## config.mk

```make
export PLATFORM = sky130hd
export DESIGN_NAME = any1_icache_fill_ctrl
export DESIGN_NICKNAME = d
export VERILOG_FILES = /design/src/rtl/any1_icache_pkg.sv /design/src/rtl/any1_ifill_linebuf.sv /design/src/rtl/any1_icache_fill_ctrl.sv
export SDC_FILE = /design/constraint.sdc
export NUM_CORES = 1
export LEC_CHECK = 0
export CORE_AREA = 5 5 350 352
export CTS_BUF_LIST = sky130_fd_sc_hd__clkbuf_8
export DETAILED_ROUTE_END_ITERATION = 7
export DIE_AREA = 0 0 355 357
export SKIP_CTS_REPAIR_TIMING = 1
export SLEW_MARGIN = 20
export SYNTH_ARGS = -nofsm -noshare
export SYNTH_HDL_FRONTEND = slang
export SYNTH_SLANG_ARGS = --single-unit
```

## constraint.sdc

```tcl
create_clock -name i_clk -period 6.3 [get_ports i_clk]
set_input_delay 1.89 -clock i_clk [delete_from_list [all_inputs] [get_ports i_clk]]
set_output_delay 1.89 -clock i_clk [all_outputs]
set_load 0.01 [all_outputs]
```

## src/rtl/any1_icache_pkg.sv

```systemverilog
// Shared types and constants for the ANY-1 L1 instruction cache fill controller.
package any1_icache_pkg;

    localparam int LINE_W    = 512;
    localparam int LINE_OFFS = 6;

    typedef enum logic [2:0] {
        IDLE   = 3'd0,
        FILL   = 3'd1,
        WRITE  = 3'd2,
        SETTLE = 3'd3,
        INV    = 3'd4
    } ifill_state_t;

    localparam logic [2:0] FLT_NONE = 3'd0;
    localparam logic [2:0] FLT_BUS  = 3'd1;
    localparam logic [2:0] FLT_TMO  = 3'd2;

    // Beat counter width; a single-beat line still needs a 1-bit counter.
    function automatic int beat_w(input int beats);
        return (beats > 1) ? $clog2(beats) : 1;
    endfunction

endpackage

```

## src/rtl/any1_ifill_linebuf.sv

```systemverilog
// Line assembly buffer: beat counter plus the 512-bit line register.
// Clear starts a new line, load writes the current beat's slice and advances,
// zero_rest wipes the current and all later slices after an aborted fill.
module any1_ifill_linebuf
    import any1_icache_pkg::*;
#(
    parameter int BUS_W = 128,
    localparam int BEATS  = LINE_W / BUS_W,
    localparam int BEAT_W = beat_w(LINE_W / BUS_W)
) (
    input  logic              i_clk,
    input  logic              i_rst,
    input  logic              i_clr,
    input  logic              i_ld,
    input  logic              i_zero_rest,
    input  logic [BUS_W-1:0]  i_dat,
    output logic [BEAT_W-1:0] o_beat,
    output logic              o_last,
    output logic [LINE_W-1:0] o_line
);

    logic [BEAT_W-1:0] r_beat;
    logic [LINE_W-1:0] r_line;

    // Beat counter and line slices; clear has priority over any beat activity.
    always_ff @(posedge i_clk) begin
        if (i_rst || i_clr) begin
            r_beat <= '0;
            r_line <= '0;
        end else if (i_zero_rest) begin
            for (int i = 0; i < BEATS; i++) begin
                if (i >= int'(r_beat)) begin
                    r_line[i*BUS_W +: BUS_W] <= '0;
                end
            end
        end else if (i_ld) begin
            r_line[int'(r_beat)*BUS_W +: BUS_W] <= i_dat;
            r_beat <= (r_beat == BEAT_W'(BEATS-1)) ? '0 : r_beat + BEAT_W'(1);
        end
    end

    assign o_beat = r_beat;
    assign o_last = (r_beat == BEAT_W'(BEATS-1));
    assign o_line = r_line;

endmodule

```

## src/rtl/any1_icache_fill_ctrl.sv

```systemverilog
// Miss/fill and invalidate sequencer for the ANY-1 L1 instruction cache.
// Optional build macro ANY1_IFILL_TMO_EN adds a per-beat bus timeout that
// aborts the fill with fault code FLT_TMO.
//
//  state  | meaning
//  IDLE   | serve fetch, detect miss or invalidate request
//  FILL   | read line beats from the bus
//  WRITE  | one-cycle L1 tag write strobe
//  SETTLE | two cycles holding address/line while L1 writes data
//  INV    | one-cycle invalidate and acknowledge
module any1_icache_fill_ctrl
    import any1_icache_pkg::*;
#(
    parameter int AMSB    = 63,
    parameter int BUS_W   = 128,
    parameter int TMO_CYC = 255
) (
    input  logic              i_clk,
    input  logic              i_rst,
    input  logic              i_fetch_vld,
    input  logic [AMSB:0]     i_fetch_adr,
    output logic              o_fetch_rdy,
    input  logic              i_inv_req,
    input  logic              i_inv_all,
    input  logic [AMSB:0]     i_inv_adr,
    output logic              o_inv_ack,
    input  logic              i_ic_hit,
    output logic [AMSB:0]     o_ic_adr,
    output logic              o_ic_wr,
    output logic [LINE_W-1:0] o_ic_line,
    output logic [2:0]        o_ic_fault,
    output logic              o_ic_nxt,
    output logic              o_ic_invall,
    output logic              o_ic_invline,
    output logic              o_bus_cyc,
    output logic              o_bus_stb,
    output logic [AMSB:0]     o_bus_adr,
    input  logic              i_bus_ack,
    input  logic              i_bus_err,
    input  logic [BUS_W-1:0]  i_bus_dat
);

    localparam int BEATS  = LINE_W / BUS_W;
    localparam int BEAT_W = beat_w(BEATS);
    localparam int TMO_W  = $clog2(TMO_CYC + 1);

    ifill_state_t      r_state, w_nxt_state;
    logic [AMSB:0]     r_fill_adr;
    logic [2:0]        r_fault;
    logic              r_settle;

    logic              w_start;
    logic              w_ld;
    logic              w_zero;
    logic              w_tmo;
    logic              w_last;
    logic [BEAT_W-1:0] w_beat;
    logic [AMSB:0]     w_beat_off;

    any1_ifill_linebuf #(.BUS_W(BUS_W)) u_linebuf (
        .i_clk       (i_clk),
        .i_rst       (i_rst),
        .i_clr       (w_start),
        .i_ld        (w_ld),
        .i_zero_rest (w_zero),
        .i_dat       (i_bus_dat),
        .o_beat      (w_beat),
        .o_last      (w_last),
        .o_line      (o_ic_line)
    );

`ifdef ANY1_IFILL_TMO_EN
    logic [TMO_W-1:0] r_tmo_cnt;

    // Down-counter reloaded at fill start and on every accepted beat.
    always_ff @(posedge i_clk) begin
        if (i_rst) begin
            r_tmo_cnt <= '0;
        end else if (w_start || (r_state == FILL && i_bus_ack)) begin
            r_tmo_cnt <= TMO_W'(TMO_CYC - 1);
        end else if (r_state == FILL && r_tmo_cnt != '0) begin
            r_tmo_cnt <= r_tmo_cnt - TMO_W'(1);
        end
    end

    assign w_tmo = (r_state == FILL) && !i_bus_ack && !i_bus_err && (r_tmo_cnt == '0);
`else
    logic [TMO_W-1:0] w_unused_tmo;
    assign w_unused_tmo = TMO_W'(TMO_CYC);
    assign w_tmo        = 1'b0;
`endif

    // State register.
    always_ff @(posedge i_clk) begin
        if (i_rst) begin
            r_state <= IDLE;
        end else begin
            r_state <= w_nxt_state;
        end
    end

    // Fill address, fault code and settle phase tracking.
    always_ff @(posedge i_clk) begin
        if (i_rst) begin
            r_fill_adr <= '0;
            r_fault    <= FLT_NONE;
            r_settle   <= 1'b0;
        end else begin
            if (w_start) begin
                r_fill_adr <= {i_fetch_adr[AMSB:LINE_OFFS], {LINE_OFFS{1'b0}}};
                r_fault    <= FLT_NONE;
            end else if (r_state == FILL && i_bus_err) begin
                r_fault    <= FLT_BUS;
            end else if (w_tmo) begin
                r_fault    <= FLT_TMO;
            end
            r_settle <= (r_state == SETTLE) && !r_settle;
        end
    end

    // Next-state and strobe decode.
    always_comb begin
        w_nxt_state  = r_state;
        w_start      = 1'b0;
        w_ld         = 1'b0;
        w_zero       = 1'b0;
        o_bus_cyc    = 1'b0;
        o_bus_stb    = 1'b0;
        o_ic_wr      = 1'b0;
        o_ic_nxt     = 1'b0;
        o_ic_invall  = 1'b0;
        o_ic_invline = 1'b0;
        o_inv_ack    = 1'b0;
        case (r_state)
            IDLE: begin
                if (i_inv_req) begin
                    w_nxt_state = INV;
                end else if (i_fetch_vld && !i_ic_hit) begin
                    w_start     = 1'b1;
                    w_nxt_state = FILL;
                end
            end
            FILL: begin
                o_bus_cyc = 1'b1;
                o_bus_stb = 1'b1;
                if (i_bus_err || w_tmo) begin
                    w_zero      = 1'b1;
                    w_nxt_state = WRITE;
                end else if (i_bus_ack) begin
                    w_ld = 1'b1;
                    if (w_last) begin
                        w_nxt_state = WRITE;
                    end
                end
            end
            WRITE: begin
                o_ic_wr     = 1'b1;
                o_ic_nxt    = 1'b1;
                w_nxt_state = SETTLE;
            end
            SETTLE: begin
                if (r_settle) begin
                    w_nxt_state = IDLE;
                end
            end
            INV: begin
                o_ic_invall  = i_inv_all;
                o_ic_invline = !i_inv_all;
                o_inv_ack    = 1'b1;
                w_nxt_state  = IDLE;
            end
            default: begin
                w_nxt_state = IDLE;
            end
        endcase
    end

    // L1 address mux: fill line while writing it, invalidate target in INV, else fetch.
    always_comb begin
        case (r_state)
            FILL, WRITE, SETTLE: o_ic_adr = r_fill_adr;
            INV:                 o_ic_adr = i_inv_adr;
            default:             o_ic_adr = i_fetch_adr;
        endcase
    end

    assign w_beat_off  = (AMSB+1)'(w_beat) * (AMSB+1)'(BUS_W / 8);
    assign o_bus_adr   = r_fill_adr + w_beat_off;
    assign o_ic_fault  = r_fault;
    assign o_fetch_rdy = (r_state == IDLE) && i_fetch_vld && i_ic_hit && !i_inv_req;

endmodule

```

==> results of run 1 <==
[worst max-delay path: stages]
cell and delay [ns]:
clkdlybuf4s50_1 0.61, inv_1 0.09, nor4_1 0.66, buf_4 0.25
clkdlybuf4s50_1 0.56
[routing by layer]
metal  up-vias  part of all wire, %
met5         -                0.014
met4         2                  4.4
met3       222                   10
met2      1008                   44
met1     11248                   41
li1      10879                    -
[placed cells by master (no fill, tap or decap), types with 4 or more instances in the layout]
cell / instances
a211oi_1: 57
a21oi_1: 422
a22o_1: 126
a22oi_1: 27
a31oi_1: 57
and2_1: 58
buf_12: 16
buf_4: 36
bufinv_16: 4
clkbuf_8: 131
clkdlybuf4s50_1: 907
clkinv_2: 15
clkinvlp_4: 6
conb_1: 6
dfxtp_1: 576
diode_2: 12
ha_1: 7
inv_1: 41
mux2_2: 6
nand2_1: 606
nand2b_1: 4
nand3_1: 358
nor2_1: 36
nor2_4: 4
nor3_1: 8
o21ai_0: 7
[sequential cells by signal (all words and copies together) (netlist names)]
signal            cells
o_ic_fault            1
r_settle              1
r_state               3
u_linebuf.o_line    512
r_fill_adr           58
u_linebuf.o_beat      2
[worst max-delay path by stage]
stage	from	end	slack, ns	cells after the start
2_1_floorplan	i_inv_req	o_fetch_rdy	1.99	2
3_3_place_gp	i_ic_hit	o_fetch_rdy	0.45	5
3_5_place_dp	i_ic_hit	o_fetch_rdy	0.45	5
4_1_cts	i_ic_hit	o_fetch_rdy	0.43	5
5_1_grt	i_ic_hit	o_fetch_rdy	0.34	5
6_report	i_ic_hit	o_fetch_rdy	0.35	5
[power by group]
group          internal (mW)  switching, mW
clock network           2.04           1.73
registers               3.68         0.0313
logic                  0.420          0.592
total                   6.14           2.36
[cells by family after synthesis]
family	Yosys count
buffers and inverters	275
AOI/OAI and AO/OA	702
other	1
muxes	6
adders and majority gates	7
xor gates and xnor gates	2
DFF	577
and+or+nand+nor	1094
[area by class of cell]
cell class | instances | area [um2] | area share [%]
antenna | 12 | 30.0 | 0.0860
clock buffer | 131 | 1800 | 5.16
clock inverter | 61 | 400 | 1.15
inverter | 8 | 30.0 | 0.0860
multi-input combinational | 1817 | 9480 | 27.2
sequential | 577 | 11600 | 33.1
tap | 1548 | 1940 | 5.55
timing repair buffer | 960 | 9670 | 27.7
[metrics by stage]
| step | area [um2] | worst slack [ns] | util, % |
|---|---|---|---|
| CTS | 34900 | 0.428 | 29.3 |
| global route | 34900 | 0.341 | 29.3 |
| finish | 34900 | 0.351 | 29.3 |
| detailed placement | 32700 | 0.452 | 27.5 |
| floorplan | 22100 | 1.99 | - |
| global placement | 32700 | 0.446 | 27.5 |
==> results by group, run 1 <==
Status
  • Status: finished clean

Placed design
  • Port Buffers: 908
  • RePlAce Congestion: between 0.9 and 1
  • Dpl hpwl: around 80 mm
  • # placed instances: roughly 4900

Synth
  • FF+latch count, synth: 577
  • Simple-Gate Fraction of Synth Area: a little over a fifth
  • Area contributors post-synth: dfxtp_1, nand2_1, a21oi_1, nand3_1, a22o_1
  • Post-Syn Area: between 0.02 and 0.025 mm2
  • Distinct cells, synth: 41
  • Largest family of logic cells by synthesized area: simple AND/OR/NAND/NOR gates
  • Synth top area share: 52.4%
  • EDFF count, synth: 0
  • Mux share of post-synthesis cell area: 0.306%
  • Synth Flop Type: dfxtp_1
  • Commonest cells in the netlist: nand2_1, dfxtp_1, a21oi_1, nand3_1, clkbuf_1
  • Synthesized area per cell: a little over 8 um2
  • Ys Warns: 0
  • Synth Area in Compound Gates: between 15 and 20%
  • Syn Inst Count: 2664
  • Cell taking the most area after synthesis: dfxtp_1
  • Post-synthesis xor/xnor area fraction: less than 1%
  • Top-count cell post-synth: nand2_1
  • Post-synthesis sequential area ratio: 52.4%
  • Async S/R FF share, synth: 0%
  • Adder-cell share of the synthesized area: less than 1%

Global route
  • Global route overflow: 0
  • Met2 Use GR: 26.0%
  • GR peak layer: met2
  • First-pass GRT wire length: 161 mm
  • Met3 usage: between 6 and 7%
  • GRT met1 Usage: a little over a fifth
  • Largest net degree at the start of global routing: 161
  • Vias in the first global route: 22183
  • Antenna violations before repair: 11
  • Total GRT Usage: roughly 17%

Drt
  • Routed WL: 115 mm
  • 1st-iter DRT viols: roughly 1500
  • Post-route ant nets: 0
  • Vias after detailed routing: approximately 23000
  • Via-to-Cell Ratio: roughly 4.6
  • DR WL/cell: between 20 and 25 um
  • Drc violations: 0
  • First-pass DRT Iterations: 5

Timing
  • Final min period: roughly 5.9 ns
  • Max Fclk: between 150 and 200 MHz
  • Final setup TNS: 0 ns
  • Hold WS: ~0.45 ns
  • Worst-margin pin slew: 1.19 ns
  • # setup viols final: 0
  • Hold Vio Cnt, Final: 0
  • Final period util: a little over nine tenths
  • Final Skew: around 0.029 ns
  • Max-slew violations: 0
  • RSZ-0062 raised after global routing: false
  • Max_slew headroom: roughly 21%

Finish
  • Final nets: ~3700
  • Layout area overhead: 58.3%
  • Share of layout cells above drive strength 1: approximately 6.8%
  • Fillers: approximately 13000
  • Post-route non-filler standard cell count: roughly 5000

Clock network
  • Clock-pin slew on the worst setup and hold paths: around 0.05 ns
  • CTS tree: built
  • H-tree depth: 3
  • CTS Buf Count: around 110
  • Clock sinks: 577
  • CTS Root Cell: clkbuf_8
  • Max Buffers Root-to-Sink: 3
  • Clock Latency Late Sink: roughly 0.80 ns

Setup path
  • Critical Path RT: 4.41 ns
  • Setup crit end kind: output port
  • Crit path launch type: primary input
  • CP Class: primary input to output port
  • Crit Path Max Fanout: 4
  • Critical Path AT: a little over 4 ns
  • R2R cell count: 6
  • Worst r2r dst: u_linebuf.o_line[65]
  • R2R setup slack: ~2.3 ns
  • Reg2reg start: r_state[1]

Power and ir drop
  • Power Density: around 240 mW/mm2
  • Final Power: roughly 8.5 mW
  • Leakage power: 11.6 nW
  • Maximum vdd ir drop: 0.159 mV

Floorplan
  • Starting Density: 18.5%
  • IO Count: 915
  • Die H: approximately 360 um
  • Row Count: ~130
  • Std-Cell Core Area: 0.119 mm2
  • Horiz. Die Dim: ~360 um
  • Die area: about 0.13 mm2

Job
  • Max cap viols: 0

Worst hold path
  • WHS Endpoint: u_linebuf.o_line[325]
  • Hold path startpoint: u_linebuf.o_line[325]
  • Hold WC Path Type: flop to flop
  • Depth of the worst hold-timing path: 2
No activity file was read; power rests on OpenSTA's default activity.
==> run 2, diff against run 1 <==
- CORE_AREA: 5 5 350 352 -> 5 5 353 355
- DIE_AREA: 0 0 355 357 -> 0 0 358 360
- DONT_BUFFER_PORTS: default -> 1
==> run 2 against run 1 <==
Effect of this change: global-route usage down 1.9 points; worst setup slack better by 0.68 ns; critical path type is now flop to output port; sequential share of layout area up 12 points; non-clock buffer count down 912; sequential power about the same; flip-flop and latch count unchanged; register-to-register slack better by 0.64 ns.
==> results by group, run 2 (same netlist as run 1, synthesis figures left out) <==
Timing
  • Max-slew violations: 0 (unchanged)
  • Final Skew: 0.0476 ns (was 0.0287 ns)
  • Final min period: 5.26 ns (was 5.95 ns)
  • Worst setup margin: 1.04 ns (was 0.351 ns)
  • Final period util: 83.6% (was 94.4%)
  • Hold Vio Cnt, Final: 0 (unchanged)
  • # setup viols final: 0 (unchanged)
  • RSZ-0062 raised after global routing: false (unchanged)
  • Worst-margin pin slew: 1.10 ns (was 1.19 ns)
  • Max_slew headroom: 27.0% (was 20.7%)
  • Max Fclk: 190 MHz (was 168 MHz)
  • Final setup TNS: 0 ns (unchanged)

Global route
  • Largest net degree at the start of global routing: 148 (was 161)
  • Global route overflow: 0 (unchanged)
  • Vias in the first global route: 18866 (was 22183)
  • First-pass GRT wire length: 144 mm (was 161 mm)
  • Total GRT Usage: 15.1% (was 17.0%)
  • Antenna violations before repair: 10 (was 11)

Clock network
  • Max Buffers Root-to-Sink: 3 (unchanged)
  • H-tree depth: 3 (unchanged)
  • CTS Root Cell: clkbuf_8 (unchanged)
  • Clock Latency Late Sink: 0.78 ns (was 0.80 ns)
  • CTS Buf Count: 100 (was 109)
  • CTS tree: built (unchanged)
  • Clock sinks: 577 (unchanged)
  • Clock-pin slew on the worst setup and hold paths: 0.06 ns (was 0.05 ns)

Floorplan
  • Starting Density: 18.2% (was 18.5%)
  • Row Count: 128 (was 127)
  • IO Count: 915 (unchanged)
  • Die area: 0.129 mm2 (was 0.127 mm2)
  • Die H: 360 um (was 357 um)
  • Horiz. Die Dim: 358 um (was 355 um)
  • Std-Cell Core Area: 0.121 mm2 (was 0.119 mm2)

Placed design
  • # placed instances: 4075 (was 4910)
  • Port Buffers: 0 (was 908)
  • RePlAce Congestion: 0.964 (was 0.952)
  • Dpl hpwl: 72.4 mm (was 80.2 mm)
  • Pre-CTS WS: 1.67 ns (was 0.452 ns)

Worst hold path
  • Hold WC Path Type: flop to flop (unchanged)
  • Depth of the worst hold-timing path: 2 (unchanged)

Drt
  • Via-to-Cell Ratio: 4.73 (was 4.57)
  • DR WL/cell: 24.2 um (was 22.5 um)
  • Post-route ant nets: 0 (unchanged)
  • First-pass DRT Iterations: 6 (was 5)
  • Vias after detailed routing: 20170 (was 23359)
  • Routed WL: 103 mm (was 115 mm)
  • 1st-iter DRT viols: 1689 (was 1494)
  • Drc violations: 0 (unchanged)

Finish
  • Layout area overhead: 17.5% (was 58.3%)
  • Commonest non-fill, non-tap cell in the layout: nand2_1 (was clkdlybuf4s50_1)
  • Post-route non-filler standard cell count: 4264 (was 5114)
  • Fillers: 13397 (was 12598)
  • Final nets: 2823 (was 3744)
  • Share of layout cells above drive strength 1: 8.85% (was 6.78%)
  • Max reg flops: 512 (unchanged)
  • Final core occ: 21.4% (was 29.3%)
  • Most frequent cells in the layout: nand2_1, dfxtp_1, a21oi_1, nand3_1 (was clkdlybuf4s50_1, nand2_1, dfxtp_1, a21oi_1, nand3_1)

Setup path
  • Crit Path Max Fanout: 70 (was 4)
  • Crit path launch type: flop (was primary input)
  • Critical Path AT: 3.37 ns (was 4.06 ns)
  • CP peak stage delay: 0.73 ns (was 0.66 ns)
  • Setup crit end kind: output port (unchanged)
  • Critical path's most frequent cell: buf_4 (was clkdlybuf4s50_1)
  • Slowest-stage cell, CP: or2_4 (was nor4_1)
  • Crit-path cells: or2_4 -> buf_4 -> buf_4 -> and2_1 -> a211oi_1 -> a31oi_1 (was clkdlybuf4s50_1 -> inv_1 -> nor4_1 -> buf_4 -> clkdlybuf4s50_1)
  • R2R cell count: 5 (was 6)
  • CP Class: flop to output port (was primary input to output port)
  • Critical Path RT: 4.41 ns (about the same)

Job
  • Max cap viols: 0 (unchanged)

Power and ir drop
  • Maximum vdd ir drop: 0.161 mV (was 0.159 mV)
  • Power Density: 309 mW/mm2 (was 243 mW/mm2)
  • Leakage power: 8.32 nW (was 11.6 nW)
  • Final Power: 8.01 mW (was 8.50 mW)

Status
  • Status: finished clean (unchanged)
## run 2: changes by cell type in the layout (fill, tap and decap cells not counted), moves of 2 or more
cell             before  now
clkdlybuf4s50_1     907    0
clkinv_2             15    9
clkbuf_8            131  126
diode_2              12    7
inv_1                41   36
buf_4                36   32
bufinv_16             4    6
inv_12                1    3
inv_6                 1    3
## run 2: metal layers
layer	global-route usage, %	vias to the layer above	wire length [um]
met2	23.4	1070	46600
li1	-	9014	-
met5	0	-	38
met1	17.9	9895	39600
met4	6.34	4	3650
met3	7.11	187	13400
## run 2: worst max-delay path, delay by kind of cell (launching register included)
kind	cells	cell delay (ns)
buffers and inverters	2	0.60
DFF	1	0.62
and+or+nand+nor	2	0.88
AOI/OAI and AO/OA	2	0.44
## run 2: layout make-up
class                           instances  area, um2  area share, %
Clock buffer                          126       1730           6.69
Timing Repair Buffer                   48        561           2.16
Multi-Input combinational cell       1817       9500           36.7
Clock inverter                         56        480           1.85
Inverter                                8       30.0          0.116
Sequential cell                       577      11600           44.6
Antenna cell                            7       17.5         0.0676
Tap cell                             1625       2030           7.85
## run 2: path summary, 6_finish.rpt
check | startpoint | endpoint | slack (ns)
setup / recovery | r_state[1] | o_ic_adr[53] | 1.04
hold / removal | u_linebuf.o_line[373] | u_linebuf.o_line[373] | 0.50
setup reg to reg | r_state[1] | u_linebuf.o_line[471] | 2.95
hold reg to reg | u_linebuf.o_line[373] | u_linebuf.o_line[373] | 0.50
## run 2: report_power, final
group / leakage (nW) / internal [mW] / switching [mW] / total [mW]
Clock: 1.22 / 2.07 / 1.67 / 3.74
Combinational: 2.45 / 0.128 / 0.406 / 0.534
Sequential: 4.65 / 3.68 / 0.0553 / 3.73
## run 2: stage by stage
| step | cell area [um2] | hold WS [ns] |
|---|---|---|
| after floorplan | 22100 | 0.475 |
| after global placement | 23700 | 0.488 |
| after detailed placement | 23700 | 0.495 |
| after CTS | 25900 | 0.503 |
| after global routing | 25900 | 0.513 |
| final | 25900 | 0.496 |
==> run 3, diff against run 2 <==
- CORE_AREA: 5 5 353 355 -> 5 5 356 358
- DIE_AREA: 0 0 358 360 -> 0 0 361 363
- clock period: 6.3 -> 4.65 ns (I/O delays scaled with it)
==> run 3 against run 2 <==
Effect of this change: sequential power up 36%; global-route usage down 0.17 points; utilization down 0.40 points; worst setup slack worse by 0.69 ns; combinational power up 40%; routed wire length up 2.5%; hold slack better by 0.0028 ns; clock-buffer cell count down 9.
==> results by group, run 3 (same netlist as run 1, synthesis figures left out) <==
Job
  • Max cap viols: 0 (unchanged)

Floorplan
  • Horiz. Die Dim: 361 um (was 358 um)
  • IO Count: 915 (unchanged)
  • Std-Cell Core Area: 0.123 mm2 (was 0.121 mm2)
  • Starting Density: 17.9% (was 18.2%)
  • Die area: 0.131 mm2 (was 0.129 mm2)
  • Die H: 363 um (was 360 um)
  • Row Count: 129 (was 128)

Setup path
  • CP Class: flop to output port (unchanged)
  • Crit Path Max Fanout: 21 (was 70)
  • Worst r2r dst: u_linebuf.o_line[53] (was u_linebuf.o_line[471])
  • Crit-path cells: or2_4 -> buf_4 -> and2_1 -> a211oi_1 -> a31oi_1 (was or2_4 -> buf_4 -> buf_4 -> and2_1 -> a211oi_1 -> a31oi_1)
  • Critical Path AT: 2.91 ns (was 3.37 ns)
  • CP Launch Point: r_state[1] (unchanged)
  • Crit path launch type: flop (unchanged)
  • R2R cell count: 6 (was 5)
  • CP peak stage delay: 0.63 ns (was 0.73 ns)
  • Critical Path RT: 3.25 ns (was 4.41 ns)
  • Reg2reg start: u_linebuf.o_beat[0] (was r_state[1])
  • R2R setup slack: 1.55 ns (was 2.95 ns)
  • Crit path buffers/inverters: 1 (was 2)
  • Slowest-stage cell, CP: a31oi_1 (was or2_4)
  • Setup crit end kind: output port (unchanged)
  • CP delay by family, top: compound AO/OA/AOI/OAI gates (was simple AND/OR/NAND/NOR gates)

Power and ir drop
  • Power Density: 408 mW/mm2 (was 309 mW/mm2)
  • Leakage power: 8.33 nW (was 8.32 nW)
  • Clock Power Share: 44.9% (was 46.7%)
  • Psw: 2.81 mW (was 2.13 mW)
  • Switching part of the total: 26.6% (about the same)
  • Flop pwr share: 48.0% (was 46.6%)
  • Combinational share of power: 7.1% (was 6.7%)
  • Maximum vdd ir drop: 0.323 mV (was 0.161 mV)
  • Int Pwr: 7.73 mW (was 5.88 mW)

Finish
  • Layout area overhead: 17.1% (was 17.5%)
  • Final instance area: 0.0258 mm2 (was 0.0259 mm2)
  • Share of layout cells above drive strength 1: 8.55% (was 8.85%)
  • Final nets: 2829 (was 2823)
  • Final core occ: 21.0% (was 21.4%)
  • Commonest non-fill, non-tap cell in the layout: nand2_1 (unchanged)
  • Most frequent cells in the layout: nand2_1, dfxtp_1, a21oi_1, nand3_1, a22o_1 (was nand2_1, dfxtp_1, a21oi_1, nand3_1)
  • Max reg flops: 512 (unchanged)

Status
  • Status: finished clean (unchanged)

Clock network
  • Clock-pin slew on the worst setup and hold paths: 0.06 ns (about the same)
  • Max Buffers Root-to-Sink: 3 (unchanged)
  • Clock sinks: 577 (unchanged)
  • CTS Buf Count: 98 (was 100)
  • Clock Latency Late Sink: 0.77 ns (was 0.78 ns)
  • CTS Root Cell: clkbuf_8 (unchanged)
  • CTS tree: built (unchanged)
  • H-tree depth: 3 (unchanged)

Global route
  • Antenna violations before repair: 11 (was 10)
  • First-pass GRT wire length: 145 mm (was 144 mm)
  • Largest net degree at the start of global routing: 160 (was 148)
  • Global route overflow: 0 (unchanged)
  • Vias in the first global route: 18609 (was 18866)
  • Total GRT Usage: 14.9% (was 15.1%)

Drt
  • Post-route ant nets: 0 (unchanged)
  • First-pass DRT Iterations: 6 (unchanged)
  • 1st-iter DRT viols: 1745 (was 1689)
  • Via-to-Cell Ratio: 4.74 (was 4.73)
  • Drc violations: 0 (unchanged)
  • DR WL/cell: 24.7 um (was 24.2 um)
  • Vias after detailed routing: 20292 (was 20170)
  • Routed WL: 106 mm (was 103 mm)

Placed design
  • RePlAce Congestion: 0.988 (was 0.964)
  • DP Area: 0.0238 mm2 (was 0.0237 mm2)
  • Port Buffers: 0 (unchanged)
  • Dpl hpwl: 75.5 mm (was 72.4 mm)

Timing
  • Final min period: ~4.3 ns
  • Final Skew: 0.0295 ns (was 0.0476 ns)
  • # setup viols final: 0 (unchanged)
  • Final period util: 92.6%
  • Max_slew headroom: 35.0% (was 27.0%)
  • Max-slew violations: 0 (unchanged)
  • RSZ-0062 raised after global routing: false (unchanged)
  • Hold Vio Cnt, Final: 0 (unchanged)
  • Final setup TNS: 0 ns (unchanged)
  • Worst-margin pin slew: 0.976 ns (was 1.10 ns)
  • Max Fclk: ~230 MHz

Worst hold path
  • WHS Endpoint: u_linebuf.o_line[246] (was u_linebuf.o_line[373])
  • Depth of the worst hold-timing path: 2 (unchanged)
  • Hold WC Path Type: flop to flop (unchanged)
  • Hold path startpoint: u_linebuf.o_line[246] (was u_linebuf.o_line[373])
run 3: changes by cell type in the layout (fill, tap and decap cells not counted), sizes merged:
| cell | before | now |
|---|---|---|
| diode | 7 | 10 |
| clkinvlp | 6 | 1 |
| clkbuf | 126 | 117 |
| clkinv | 10 | 12 |
| inv | 42 | 48 |
| buf | 48 | 55 |
| or2 | 2 | 3 |
| bufinv | 6 | 5 |
run 3: power groups by stage:
stage	Combinational, mW	Sequential, mW	Clock [mW]
final	0.747	5.06	4.73
after global placement	0.727	5.16	0
after CTS	0.733	5.05	4.88
after floorplan	0.523	5.12	0
after detailed placement	0.731	5.16	0
after global routing	0.795	5.06	5.11
run 3: per-layer routing:
metal / share of wire (%) / vias to the layer above / global-route usage (%)
li1: - / 9017 / -
met1: 39 / 9900 / 17.9
met2: 44 / 1149 / 22.6
met3: 13 / 224 / 7.57
met4: 4.0 / 2 / 6.15
met5: 0.019 / - / 0
run 3: per-stage QoR:
step	setup WS [ns]	hold WS (ns)	power [mW]	std cells
after floorplan	1.33	0.475	5.65	2669
after global placement	1.00	0.487	5.89	4094
after detailed placement	0.938	0.493	5.89	4094
after CTS	0.0886	0.502	10.7	4269
after global routing	0.167	0.521	11.0	4274
final	0.343	0.499	10.5	4280
run 3: layout make-up:
type	instances	area, um2
inverter	8	30.0
clock buffer	117	1610
sequential	577	11600
tap	1637	2050
fill	13582	97200
timing repair buffer	55	667
antenna	10	25.0
multi-input combinational	1818	9500
clock inverter	58	395
run 3: how the worst max path moves through the flow:
stage	to	slack [ns]	cells past startpoint
finish	o_ic_adr[53]	0.34	5
global route	o_ic_adr[1]	0.17	5
CTS	o_ic_adr[53]	0.09	5
detailed placement	u_linebuf.o_line[74]	0.94	5
global placement	o_ic_adr[1]	1.00	5
floorplan	o_fetch_rdy	1.33	2
run 3: worst reg2reg max path: cells and delay by family (launching register included):
family                   cells  cell delay, ns
flip-flops                   1            0.71
AO/OA/AOI/OAI                1            0.45
adder cells (fa/ha/maj)      1            0.41
buffers and inverters        2            0.67
AND/OR/NAND/NOR              2            0.81
==> RTL edit (settings of run 3) <==
Add a define of `ANY1_IFILL_TMO_EN`.
--- a/src/rtl/any1_icache_fill_ctrl.sv
+++ b/src/rtl/any1_icache_fill_ctrl.sv
@@ -8,6 +8,8 @@
 //  WRITE  | one-cycle L1 tag write strobe
 //  SETTLE | two cycles holding address/line while L1 writes data
 //  INV    | one-cycle invalidate and acknowledge
+`define ANY1_IFILL_TMO_EN
+
 module any1_icache_fill_ctrl
     import any1_icache_pkg::*;
 #(
Check against the original RTL: not settled (the Yosys comparison gave no result); the edit may change what the design does.
==> RTL edit against run 3 <==
  * Synthesized area increased by 12%
  * Cell area increased by 9.8%
  * Routed wire length increased by 2.9%
  * Maximum frequency decreased by 1.0%
  * Largest cell class unchanged
  * First-iteration DRC count increased by 5.3%
  * Sequential cell count increased by 9
  * Sequential share of layout area decreased by 3.4 points
  * Utilization increased by 2.1 points
  * Setup slack got worse by 0.044 ns
  * Global-route usage increased by 0.50 points
  * Die area unchanged
Power is not compared: it rests on default switching activity, and its combinational part moved more than twofold at a synthesized area within 25%.
==> RTL edit: results (changes against run 3) <==
Clock network
  • H-tree depth: 3 (unchanged)
  • Num CTS Buffers: 101 (+3.1%)
  • Reg clk slew, reported paths: 0.06 ns (about the same)
  • Clk_lat worst skew: 0.82 ns (+0.05 ns)
  • CTS Buffer Depth: 3 (unchanged)
  • Clock root cell: clkbuf_8

Cells and area
  • Share of layout cells above drive strength 1: 12.2% (+3.6 points)
  • Max FFs per register: 512 (unchanged)
  • Filler Cell Count: 13500 (-0.74%)
  • # nets final: 3022 (+6.8%)

Timing
  • Relative slew slack: 22.0% (-13 points)
  • Hold_ws: 0.500 ns (+0.000756 ns)
  • Clk_skew: 0.0889 ns (+0.0593 ns)
  • Crit share post-route: 93.6% (+0.96 points)

Logic synthesis
  • Avg Cell Area, Syn: 8.52 um2 (+2.9%)
  • Seq/Total Area, Yosys: 47.5% (-4.9 points)
  • Largest cells by area after synthesis: dfxtp_1 47%, nand2_1 12%, a21oi_1 6.7%
  • Post-synth ARST share: 0% (unchanged)
  • Leading cell types by count after synthesis: 762 x nand2_1, 586 x dfxtp_1, 330 x a21oi_1
  • Netlist cell types: 51 (+24%)
  • Synth warn: 0 (unchanged)

Min path
  • Hold WC Path Type: flip-flop to flip-flop

Routing
  • Drt wl/cell: 24.4 um (-1.5%)
  • Drt via density: 4.93 (+4.0%)
  • 1st-pass router iterations: 5 (-1)
  • Drt first-iter violations: 1837 (+5.3%)
  • Final WL: 109 mm (+2.9%)

Floorplan
  • Die area: 131000 um2 (unchanged)

Critical path
  • R2r setup slk: 1.25 ns (-0.30 ns)
  • CP arrival: 2.96 ns (+0.05 ns)
  • Max FO, Critical Path: 59 (+180%)

Status
  • Status: completed

Place
  • Hpwl dp: 76.0 mm (+0.65%)
  • DP Worst Slack: 0.961 ns (+0.0228 ns)
  • Port Buffers: 0 (unchanged)
  • GP Congestion: 0.874 (-12%)
  • Placed cells: 4284 (+4.6%)

Pwr
  • Internal: 8.11 mW
  • VDD IR max: 0.273 mV
  • Pleak: 9.26 nW

Global route
  • Largest net degree at the start of global routing: 150 (-6.3%)
  • Vias in the first global route: 20600 (+11%)
  • Initial antenna violation count: 12 (+1)
  • Global Route Usage Sum: 15.4% (+0.50 points)
  • First-pass GRT wire length: 152 mm (+4.9%)
[RTL edit: cell types whose count changed in the layout (fill, tap and decap cells not counted), sizes merged, moves of 27 or more]
| cell | delta |
|---|---|
| a21oi | -92 |
| a22o | -126 |
| a22oi | -27 |
| a32o | +126 |
| and2 | +127 |
| nand2 | +156 |
| nand3 | -225 |
| nor2 | -34 |
| o22ai | +128 |
| o31ai | +130 |
[RTL edit: worst paths after layout]
path	startpoint	endpoint	cells past startpoint
worst min register to register	u_linebuf.o_line[390]	u_linebuf.o_line[390]	2
worst max-delay path	r_state[0]	o_ic_adr[62]	5
worst max register to register	r_state[2]	u_linebuf.o_line[335]	6
worst min-delay path	u_linebuf.o_line[390]	u_linebuf.o_line[390]	2
[RTL edit: final cells by class]
class | count | share of cell area, %
Antenna cell | 8 | 0.0706
Multi-Input combinational cell | 1997 | 41.2
Timing Repair Buffer | 57 | 2.77
Clock inverter | 63 | 1.66
Inverter | 8 | 0.115
Tap cell | 1637 | 7.22
Clock buffer | 114 | 5.53
Sequential cell | 586 | 41.4
[RTL edit: worst max-delay path: stages, from the launching register on]
cell      delay, ns
dfxtp_1        0.50
or2_4          0.56
and2_1         0.21
a211oi_1       0.05
a31oi_1        0.60
buf_4          0.24
[RTL edit: cell families after synthesis]
family | synth area share [%]
other | 0.0152
adder cells (fa/ha/maj) | 0.355
AO/OA/AOI/OAI | 25.8
buffers and inverters | 5.68
XOR/XNOR | 0.213
flip-flops | 47.5
AND/OR/NAND/NOR | 20.1
multiplexers | 0.319
[RTL edit: power by group through the flow]
stage | registers [mW] | clock network, mW | logic [mW]
final | 5.28 | 4.83 | 1.84
after global placement | 5.39 | 0 | 1.82
after detailed placement | 5.39 | 0 | 1.84
after floorplan | 5.33 | 0 | 1.29
after global routing | 5.29 | 5.25 | 1.99
after CTS | 5.28 | 5.02 | 1.84
[RTL edit: per-layer routing]
metal	wire length, um	track usage [%]
met5	27	0
met4	4760	7.20
met3	11400	5.85
met2	49500	24.3
met1	43200	18.6
[RTL edit: metrics by stage]
step                      total power, mW  area [um2]
after global routing                 12.5       28300
after detailed placement             7.23       26300
after global placement               7.21       26300
final                                11.9       28400
after floorplan                      6.62       24700
after CTS                            12.1       28300
